$ cat src/rtl/mem_copy_pkg.sv
// mem_copy_pkg: shared state encoding and constants for the memory block-copy master
package mem_copy_pkg;
  typedef enum logic [1:0] {IDLE, READ, WRITE, FIN} state_t;
  localparam int WORD_BYTES = 4;
  localparam logic [1:0] ALIGN_MASK = 2'b11;
endpackage

$ cat src/rtl/mem_copy_master.sv
// mem_copy_master: word-by-word block copy on the shared memory port; MEM_COPY_FILL_EN adds constant-fill mode
module mem_copy_master
  import mem_copy_pkg::*;
#(
  parameter int LEN_WIDTH  = 8,
  parameter int ADDR_WIDTH = 32
) (
  input  logic                  clk,
  input  logic                  reset,
  input  logic                  start,
  input  logic [ADDR_WIDTH-1:0] src_addr,
  input  logic [ADDR_WIDTH-1:0] dst_addr,
  input  logic [LEN_WIDTH-1:0]  len_words,
`ifdef MEM_COPY_FILL_EN
  input  logic                  fill_mode,
  input  logic [31:0]           fill_value,
`endif
  output logic                  busy,
  output logic                  done,
  output logic                  err,
  output logic [ADDR_WIDTH-1:0] Address,
  output logic [31:0]           Write_data,
  output logic                  MemRead,
  output logic                  MemWrite,
  input  logic [31:0]           Mem_data
);
  state_t state, state_nxt;
  logic [ADDR_WIDTH-1:0] src_ptr, dst_ptr;
  logic [LEN_WIDTH-1:0] count;
  logic [31:0] buffer, fill_word;
  logic err_flag, fill, fill_req, misaligned, last;
`ifdef MEM_COPY_FILL_EN
  assign fill_req  = fill_mode;
  assign fill_word = fill_value;
`else
  assign fill_req  = 1'b0;
  assign fill_word = 32'h0;
`endif
  // source alignment is irrelevant when no reads are issued
  assign misaligned = |(dst_addr[1:0] & ALIGN_MASK) || (!fill_req && |(src_addr[1:0] & ALIGN_MASK));
  assign last = count == LEN_WIDTH'(1);
  always_comb begin
    state_nxt = state == IDLE  ? (!start ? IDLE : (misaligned || len_words == '0) ? FIN : fill_req ? WRITE : READ) :
                state == READ  ? WRITE :
                state == WRITE ? (last ? FIN : fill ? WRITE : READ) :
                IDLE;
  end
  always_ff @(posedge clk) begin
    if (reset) begin
      state    <= IDLE;
      src_ptr  <= '0;
      dst_ptr  <= '0;
      count    <= '0;
      buffer   <= '0;
      err_flag <= 1'b0;
      fill     <= 1'b0;
    end else begin
      state <= state_nxt;
      case (state)
        IDLE: if (start) begin
          err_flag <= misaligned;
          src_ptr  <= src_addr;
          dst_ptr  <= dst_addr;
          count    <= len_words;
          fill     <= fill_req;
          if (fill_req) buffer <= fill_word;
        end
        READ: begin
          buffer  <= Mem_data;
          src_ptr <= src_ptr + ADDR_WIDTH'(WORD_BYTES);
        end
        WRITE: begin
          dst_ptr <= dst_ptr + ADDR_WIDTH'(WORD_BYTES);
          count   <= count - LEN_WIDTH'(1);
        end
        FIN: err_flag <= 1'b0;
        default: ;
      endcase
    end
  end
  assign busy       = state != IDLE;
  assign done       = state == FIN;
  assign err        = done && err_flag;
  assign MemRead    = state == READ;
  assign MemWrite   = state == WRITE;
  assign Address    = MemRead ? src_ptr : MemWrite ? dst_ptr : '0;
  assign Write_data = MemWrite ? buffer : 32'h0;
endmodule

$ cat config.mk
export PLATFORM = sky130hd
export DESIGN_NAME = mem_copy_master
export DESIGN_NICKNAME = d
export VERILOG_FILES = /design/src/rtl/mem_copy_pkg.sv /design/src/rtl/mem_copy_master.sv
export SDC_FILE = /design/constraint.sdc
export NUM_CORES = 1
export LEC_CHECK = 0
export CORE_ASPECT_RATIO = 1.5
export CORE_MARGIN = 4
export CORE_UTILIZATION = 50
export CTS_CLUSTER_DIAMETER = 150
export DETAILED_ROUTE_END_ITERATION = 10
export DONT_BUFFER_PORTS = 1
export GPL_TIMING_DRIVEN = 1
export PLACE_DENSITY = 0.77
export SLEW_MARGIN = 20
export SYNTH_ARGS = -nofsm -noshare
export SYNTH_HDL_FRONTEND = slang
export SYNTH_SLANG_ARGS = --single-unit
$ cat constraint.sdc
create_clock -name clk -period 3.7 [get_ports clk]
set_clock_uncertainty 0.1 [all_clocks]
set_input_delay 0.37 -clock clk [delete_from_list [all_inputs] [get_ports clk]]
set_output_delay 0.37 -clock clk [all_outputs]
set_load 0.02 [all_outputs]
### After elaboration in Yosys (flattened, before gate mapping)

Cells that the tools add are included.

* register bits: 107
* output and inout port bits: 69
* bits of input ports: 107

* equal/unequal tests: 5
* $add $sub $neg: 3
* mux-type cells: 17
* reduce and logical (&&, ||, !) cells: 14

Operator list (number)
* 32-bit two-way mux: 5
* 32-bit one-hot mux with 2 select lines: 2
* 32-bit by 3-bit adder with 32-bit output (second input constant): 2
* 8-bit one-hot mux with 2 select lines: 1
* 2-bit two-way mux: 6
* 8-bit by 1-bit == test with 1-bit output (second input constant): 1
* 8-bit logical NOT: 1
* 8-bit two-way mux: 1
* 2-bit nonzero test: 4
* 8-bit by 1-bit subtractor with 8-bit output (second input constant): 1
* 2-bit AND reduction: 3
* 2-bit == test (second input constant): 2
* 2-bit OR reduction: 2
* 2-bit by 1-bit == test with 1-bit output (second input constant): 1
* 2-bit logical NOT: 1
* 1-bit logical OR: 2
* 2-bit != test (second input constant): 1
* 1-bit one-hot mux with 2 select lines: 1
* 1-bit logical AND: 1
* 1-bit two-way mux: 1

### Longest topological paths before layout

Gate-level depths: netlist (run 1).

* depth after elaboration: 6
* depth in mapped cells: 7

### Worst setup path after synthesis (run 1)

OpenSTA, ideal clock, no wires.

* path kind: register to register
* start point: reg src_ptr[11]
* end point: reg src_ptr[31]
* setup slack: 1359 ps
* arrival time: 2120 ps
* cell stages (with the launch flop): 7
* period minus slack after synthesis: 2341 ps
* path through: dfxtp_1 nand4_4 or4_4 buf_6 or3_4 o31a_1 o311a_1

* longest elaborated chain between the ends: 2

Ends and longest elaborated chain
* start: declaration: RTL line mem_copy_master.sv:28 `logic [ADDR_WIDTH-1:0] src_ptr, dst_ptr;`
* start signal: assignment: RTL line mem_copy_master.sv:62 `src_ptr <= src_addr;`
* start signal: assignment: RTL line mem_copy_master.sv:70 `src_ptr <= src_ptr + ADDR_WIDTH'(WORD_BYTES);`
* 32-bit by 3-bit adder with 32-bit output: RTL line mem_copy_master.sv:70
* 32-bit one-hot mux with 2 select lines: RTL line mem_copy_master.sv:59 `case (state)`

No other way between the ends.
A chain may end at the register's enable or synchronous reset.

### Worst setup path in the final report (run 1)

* start point: reg state[1]
* end point: out Address[10]

* longest elaborated chain between the ends: 3
* elaborated cells on any way between the ends: 4
* those cells by class: eq/ne (2); mux (2)

Ends and longest elaborated chain
* start: declaration: RTL line mem_copy_master.sv:27 `state_t state, state_nxt;`
* start signal: assignment: RTL line mem_copy_master.sv:58 `state <= state_nxt;`
* 2-bit == test: RTL line mem_copy_master.sv:85 `assign MemWrite = state == WRITE;`
* 32-bit two-way mux: RTL line mem_copy_master.sv:86 `assign Address = MemRead ? src_ptr : MemWrite ? dst_ptr : '0;`
* 32-bit two-way mux *: RTL line mem_copy_master.sv:86
* end: declaration: RTL line mem_copy_master.sv:21 `output logic [ADDR_WIDTH-1:0] Address,`

Mark *: on every way between the ends. The rest lies on a longest branch, timed or not.

==> impl_metrics.env, run 1 <==
export IMPL_antenna_found_initial=0
export IMPL_cts_tree="done"
export IMPL_path_cells="nand2b_1 > inv_2 > buf_4 > a22o_1"
export IMPL_grt_max_degree=94
export IMPL_yosysWarnings=0
export IMPL_worst_slack_ps=824
export IMPL_synthFlopType="dfxtp_1"
export IMPL_synth_fp_nets=917
export IMPL_powerDensity_mw_per_mm2=483
export IMPL_portBuffers=0
export IMPL_syn_cell_area_sq_mm=0.00605
export IMPL_die_y_microns=143
export IMPL_drcViolationCount=0
export IMPL_diodes=0
export IMPL_cts_clk_slew_worst_paths_ps=80
export IMPL_ir_drop_mv=0.252
export IMPL_maxCapViolCount=0
export IMPL_p_sw_frac=0.344
export IMPL_fin_area_sq_mm=0.00637
export IMPL_worstPathArrival_ps=2410
export IMPL_startpoint="state[1]"
export IMPL_cp_max_fo=33
export IMPL_reg2reg_depth=6
export IMPL_grt_pass1_wl_mm=31.2
export IMPL_fmax_mhz=348
export IMPL_synth_top_area_frac=0.354
export IMPL_slew_violations=0
export IMPL_grt_total_usage=0.276
export IMPL_period_needed_ps=2880
export IMPL_num_rows=48
export IMPL_placed_cell_area_sq_mm=0.00603
export IMPL_synth_top_cell_by_area="dfxtp_1"
export IMPL_drive_gt1_frac=0.0638
export IMPL_cts_sinks=107
export IMPL_fin_cells=918
export IMPL_r2r_end="dst_ptr[25]"
export IMPL_cp_endpoint="Address[10]"
export IMPL_ys_types=71
export IMPL_place_congestion=0.996
export IMPL_p_leak_nw=2.19
export IMPL_grt_overflow_total=0
export IMPL_start_kind="register"
export IMPL_clock_path_buffers=2
export IMPL_die_width_microns=97.8
export IMPL_setup_violations=0
export IMPL_hold_viol_final=0
export IMPL_dr_pass1_iters=6
export IMPL_timing_setup_tns_ps=0
export IMPL_synthTopCellsByArea="dfxtp_1 35%, nand2_1 8.6%, a21oi_1 7.7%, and2_1 4.0%, a22o_1 3.9%"
export IMPL_crit_slowest_cell="dfxtp_1"
export IMPL_placed_cells=900
export IMPL_p_clk_frac=0.325
export IMPL_synth_seq_cells=107
export IMPL_power_share_combinational=0.206
export IMPL_max_stage_delay_ps=650
export IMPL_end_kind="output pin"
export IMPL_hold_path_class="primary input to register"
export IMPL_run_status="finished, final reports clean"
export IMPL_p_total_mw=3.07
export IMPL_synth_edf_count=0
export IMPL_drtIter0Drc=422
export IMPL_synth_seq_area_share=0.354
export IMPL_worst_slew_margin_rel=0.301
export IMPL_post_cts_buffers=0
export IMPL_root_buffer="clkbuf_16"
export IMPL_htreeDepth=3
export IMPL_synth_async_reset_ratio=0
export IMPL_grt_setup_unrepaired="false"
export IMPL_power_frac_seq=0.469
export IMPL_syn_avg_cell_area_sq_um=7.51
export IMPL_via_per_inst=6.72
export IMPL_yosys_top_cells_count="138 x nand2_1, 107 x dfxtp_1, 93 x a21oi_1"
export IMPL_netlist_instances=806
export IMPL_clock_latency_ps=350
export IMPL_dp_hpwl_mm=14.0
export IMPL_final_nets=874
export IMPL_routed_wl_mm=19.9
export IMPL_worstMarginPinSlew_ps=1050
export IMPL_ioPinCount=176
export IMPL_timing_rr_start="state[1]"
export IMPL_preCtsSetupSlack_ps=1100
export IMPL_design_die_area_sq_mm=0.0140
export IMPL_grt_pass1_vias=5895
export IMPL_cts_buffers=9
export IMPL_core_area_sq_mm=0.0117
export IMPL_p_switching_mw=1.06
export IMPL_wl_per_cell_microns=21.7
export IMPL_area_delta_synth_final_pct=5.23
export IMPL_synth_most_common_cell="nand2_1"
export IMPL_rrSetupSlack_ps=1060
export IMPL_period_share=0.777
export IMPL_required_ps=3230
export IMPL_drtAntennaViolNets=0
export IMPL_start_util=0.519
export IMPL_intPower_mw=2.02
export IMPL_vias=6165
export IMPL_worstSetupPathType="register to output pin"
state kept, by name (all words and copies together), names as in the netlist:
signal	flops
buffer	32
src_ptr	32
count	8
dst_ptr	32
err_flag	1
state	2
cell usage in the layout (no fill, tap or decap), types with 3 or more instances in the layout:
master,netlist,routed
nand2_1,138,138
dfxtp_1,107,107
a21oi_1,93,93
nor2_1,51,50
and2_1,39,39
nand3_1,36,36
a22o_1,27,27
o21ai_0,22,22
nand4_1,19,19
nor3_1,18,18
a31oi_1,17,17
nor4_1,15,15
a211oi_1,15,15
buf_4,1,11
a22oi_1,9,9
clkbuf_16,0,9
inv_1,8,8
and3_1,8,8
and4_1,8,8
o211ai_1,8,8
or3_1,7,7
o22ai_1,7,7
xnor2_1,5,5
mux2i_1,5,5
a41oi_1,4,4
o311ai_0,4,4
a222oi_1,4,4
ha_1,4,4
nand2b_1,4,3
o221ai_1,3,3
a311oi_1,3,3
through the flow:
step / utilization / hold WS, ps
2_1_floorplan: - / 332
3_3_place_gp: 0.517 / 332
3_5_place_dp: 0.517 / 336
4_1_cts: 0.546 / 5.73
5_1_grt: 0.546 / 11.8
6_report: 0.546 / 13.2
cell type report:
type	instances	area, sq um
Clock buffer	9	225
Clock inverter	7	76.3
Fill cell	1113	5290
Inverter	11	41.3
Multi-Input combinational cell	621	3570
Sequential cell	107	2140
Tap cell	150	188
Timing Repair Buffer	13	120
critical path: cells and delay by family, from the launching register on:
kind / cells / cell delay, ps
flops: 1 / 650
compound gates: 1 / 360
simple gates: 1 / 160
buf+inv: 2 / 880
logic make-up after synthesis:
family / Yosys count / share of synthesized area
and+or+nand+nor: 363 / 0.298
AOI/OAI and AO/OA: 242 / 0.264
DFF: 107 / 0.354
buffers and inverters: 78 / 0.0569
xor gates and xnor gates: 6 / 0.00869
muxes: 6 / 0.0101
adders and majority gates: 4 / 0.00827
metal layers:
metal / routed length, microns / track usage / vias up / share of wire
met5: 0 / 0 / - / 0
met1: 7310 / 0.318 / 2917 / 0.37
li1: - / - / 2874 / -
met4: 826 / 0.123 / 0 / 0.041
met3: 1930 / 0.0723 / 65 / 0.097
met2: 9840 / 0.479 / 309 / 0.49
power groups by stage:
stage | clock, mW | combinational (mW) | sequential (mW)
global placement | 0 | 0.585 | 1.45
floorplan | 0 | 0.537 | 1.39
CTS | 1.01 | 0.629 | 1.43
global route | 1.05 | 0.706 | 1.46
detailed placement | 0 | 0.608 | 1.46
finish | 0.999 | 0.634 | 1.44
what timing repair did:
action | CTS | global route
resized for setup | 0 | 0
hold buffers | 2 | 0
endpoints found under the hold margin | 93 | 0
how the worst min path moves through the flow:
stage	slack (ps)	depth (start not counted)	startpoint	end
6_report	10	1	reset	state[0]
4_1_cts	6	1	reset	state[0]
2_1_floorplan	330	2	buffer[0]	buffer[0]
5_1_grt	10	1	reset	state[0]
3_5_place_dp	340	2	buffer[15]	buffer[15]
3_3_place_gp	330	2	buffer[15]	buffer[15]
Power figures use the tool's default switching activity.
==> run 2: changes to the inputs <==
==> constraint.sdc (replaced) <==
create_clock -name clk -period 2.8 [get_ports clk]
set_clock_uncertainty 0.1 [all_clocks]
set_input_delay 0.28 -clock clk [delete_from_list [all_inputs] [get_ports clk]]
set_output_delay 0.28 -clock clk [all_outputs]
set_load 0.02 [all_outputs]
==> run 2 against run 1 <==
Against the previous run:
- first-iteration DRC count up 27%
- via count up 5.3%
- power up 35%
- critical path depth up 3
- combinational power up 55%
- die area unchanged
- final cell count up 6.9%
- setup slack worse by 590 ps
==> impl_metrics.env, run 2 (same netlist as run 1, synthesis figures left out) <==
export IMPL_die_y_microns=143
export IMPL_htreeDepth=3
export IMPL_cts_buffers=9
export IMPL_hold_viol_final=0
export IMPL_final_cell_mix="138 x nand2_1, 107 x dfxtp_1, 93 x a21oi_1"
export IMPL_drtIter0Drc=534
export IMPL_slew_violations=0
export IMPL_worstMarginPinSlew_ps=813
export IMPL_final_util=0.596
export IMPL_drcViolationCount=0
export IMPL_root_buffer="clkbuf_16"
export IMPL_cp_top_family="buffers and inverters"
export IMPL_fmax_mhz=390
export IMPL_post_cts_buffers=0
export IMPL_start_util=0.519
export IMPL_area_delta_synth_final_pct=14.8
export IMPL_crit_slowest_cell="dfxtp_1"
export IMPL_design_die_area_sq_mm=0.0140
export IMPL_cts_clk_slew_worst_paths_ps=80
export IMPL_run_status="finished, final reports clean"
export IMPL_fin_cells=981
export IMPL_worstSetupPathType="register to output pin"
export IMPL_ir_drop_mv=0.297
export IMPL_max_stage_delay_ps=330
export IMPL_hold_slack_ps=3.89
export IMPL_via_per_inst=6.62
export IMPL_hold_path_class="primary input to register"
export IMPL_start_kind="register"
export IMPL_cts_sinks=107
export IMPL_grt_overflow_total=0
export IMPL_end_kind="output pin"
export IMPL_period_share=0.916
export IMPL_final_nets=937
export IMPL_vias=6490
export IMPL_timing_setup_tns_ps=0
export IMPL_ioPinCount=176
export IMPL_antenna_found_initial=0
export IMPL_grt_setup_unrepaired="false"
export IMPL_period_needed_ps=2570
export IMPL_reg_top3="buffer x32, dst_ptr x32, src_ptr x32"
export IMPL_cts_tree="done"
export IMPL_mostFrequentLayoutCell="nand2_1"
export IMPL_p_clk_frac=0.311
export IMPL_diodes=0
export IMPL_required_ps=2420
export IMPL_p_leak_nw=2.46
export IMPL_power_share_combinational=0.237
export IMPL_worst_slew_margin_rel=0.456
export IMPL_dp_hpwl_mm=14.7
export IMPL_grt_pass1_wl_mm=33.9
export IMPL_clock_latency_ps=350
export IMPL_intPower_mw=2.74
export IMPL_powerDensity_mw_per_mm2=597
export IMPL_die_width_microns=97.8
export IMPL_path_cells="buf_4 > nand2b_4 > inv_2 > buf_4 > nand2_1 > o21ai_0 > buf_4"
export IMPL_place_congestion=0.958
export IMPL_multi_input_area_sq_mm=0.00358
export IMPL_num_rows=48
export IMPL_path_common_cell="buf_4"
export IMPL_placed_cells=919
export IMPL_portBuffers=0
export IMPL_p_sw_frac=0.339
export IMPL_nFillCells=1066
export IMPL_worstPathArrival_ps=2190
export IMPL_p_switching_mw=1.41
export IMPL_wl_per_cell_microns=21.8
export IMPL_core_area_sq_mm=0.0117
export IMPL_setup_violations=0
export IMPL_clock_path_buffers=2
export IMPL_drtAntennaViolNets=0
export IMPL_critPathBufInv=4
export IMPL_cp_max_fo=27
export IMPL_maxCapViolCount=0
export IMPL_placed_cell_area_sq_mm=0.00617
export IMPL_drive_gt1_frac=0.0794
export IMPL_rrSetupSlack_ps=370
export IMPL_grt_total_usage=0.301
export IMPL_grt_pass1_vias=6395
export IMPL_seq_area_sq_mm=0.00214
export IMPL_grt_max_degree=99
export IMPL_routed_wl_mm=21.4
export IMPL_dr_pass1_iters=5
export IMPL_power_frac_seq=0.452
export IMPL_fin_area_sq_mm=0.00695
==> run 2: area by class of cell <==
class                           count  area share
Multi-Input combinational cell    621       0.515
Sequential cell                   107       0.308
Timing Repair Buffer               76       0.101
Clock buffer                       11      0.0335
Tap cell                          150      0.0270
Clock inverter                      5     0.00900
Inverter                           11     0.00594
==> run 2: what timing repair did <==
item,CTS,global route
endpoints found under the hold margin,99,0
hold buffers,46,0
gates resized for setup,0,1
setup endpoints to repair,0,1
==> run 2: worst paths after layout <==
| check | startpoint | end | cells after the start |
|---|---|---|---|
| setup / recovery | state[0] | Address[16] | 7 |
| setup reg to reg | src_ptr[11] | src_ptr[31] | 5 |
| hold / removal | dst_addr[14] | dst_ptr[14] | 2 |
| hold reg to reg | buffer[27] | buffer[27] | 2 |
==> run 2: power groups by stage <==
stage / clock network (mW) / registers (mW) / logic (mW)
floorplan: 0 / 1.83 / 0.710
global placement: 0 / 1.89 / 0.855
detailed placement: 0 / 1.90 / 0.885
CTS: 1.30 / 1.87 / 0.965
global route: 1.36 / 1.89 / 1.08
finish: 1.29 / 1.88 / 0.984
==> run 2: per-layer routing <==
layer	track usage	routed length [microns]	up-vias
met1	0.339	7580	3041
met5	0	0	-
li1	-	-	2991
met2	0.528	10700	386
met4	0.166	1050	0
met3	0.0650	2120	72
==> run 2: through the flow <==
step	worst slack (ps)	total power, mW
after global routing	144	4.33
after detailed placement	391	2.79
after floorplan	459	2.54
after CTS	106	4.14
after global placement	413	2.75
final	234	4.15
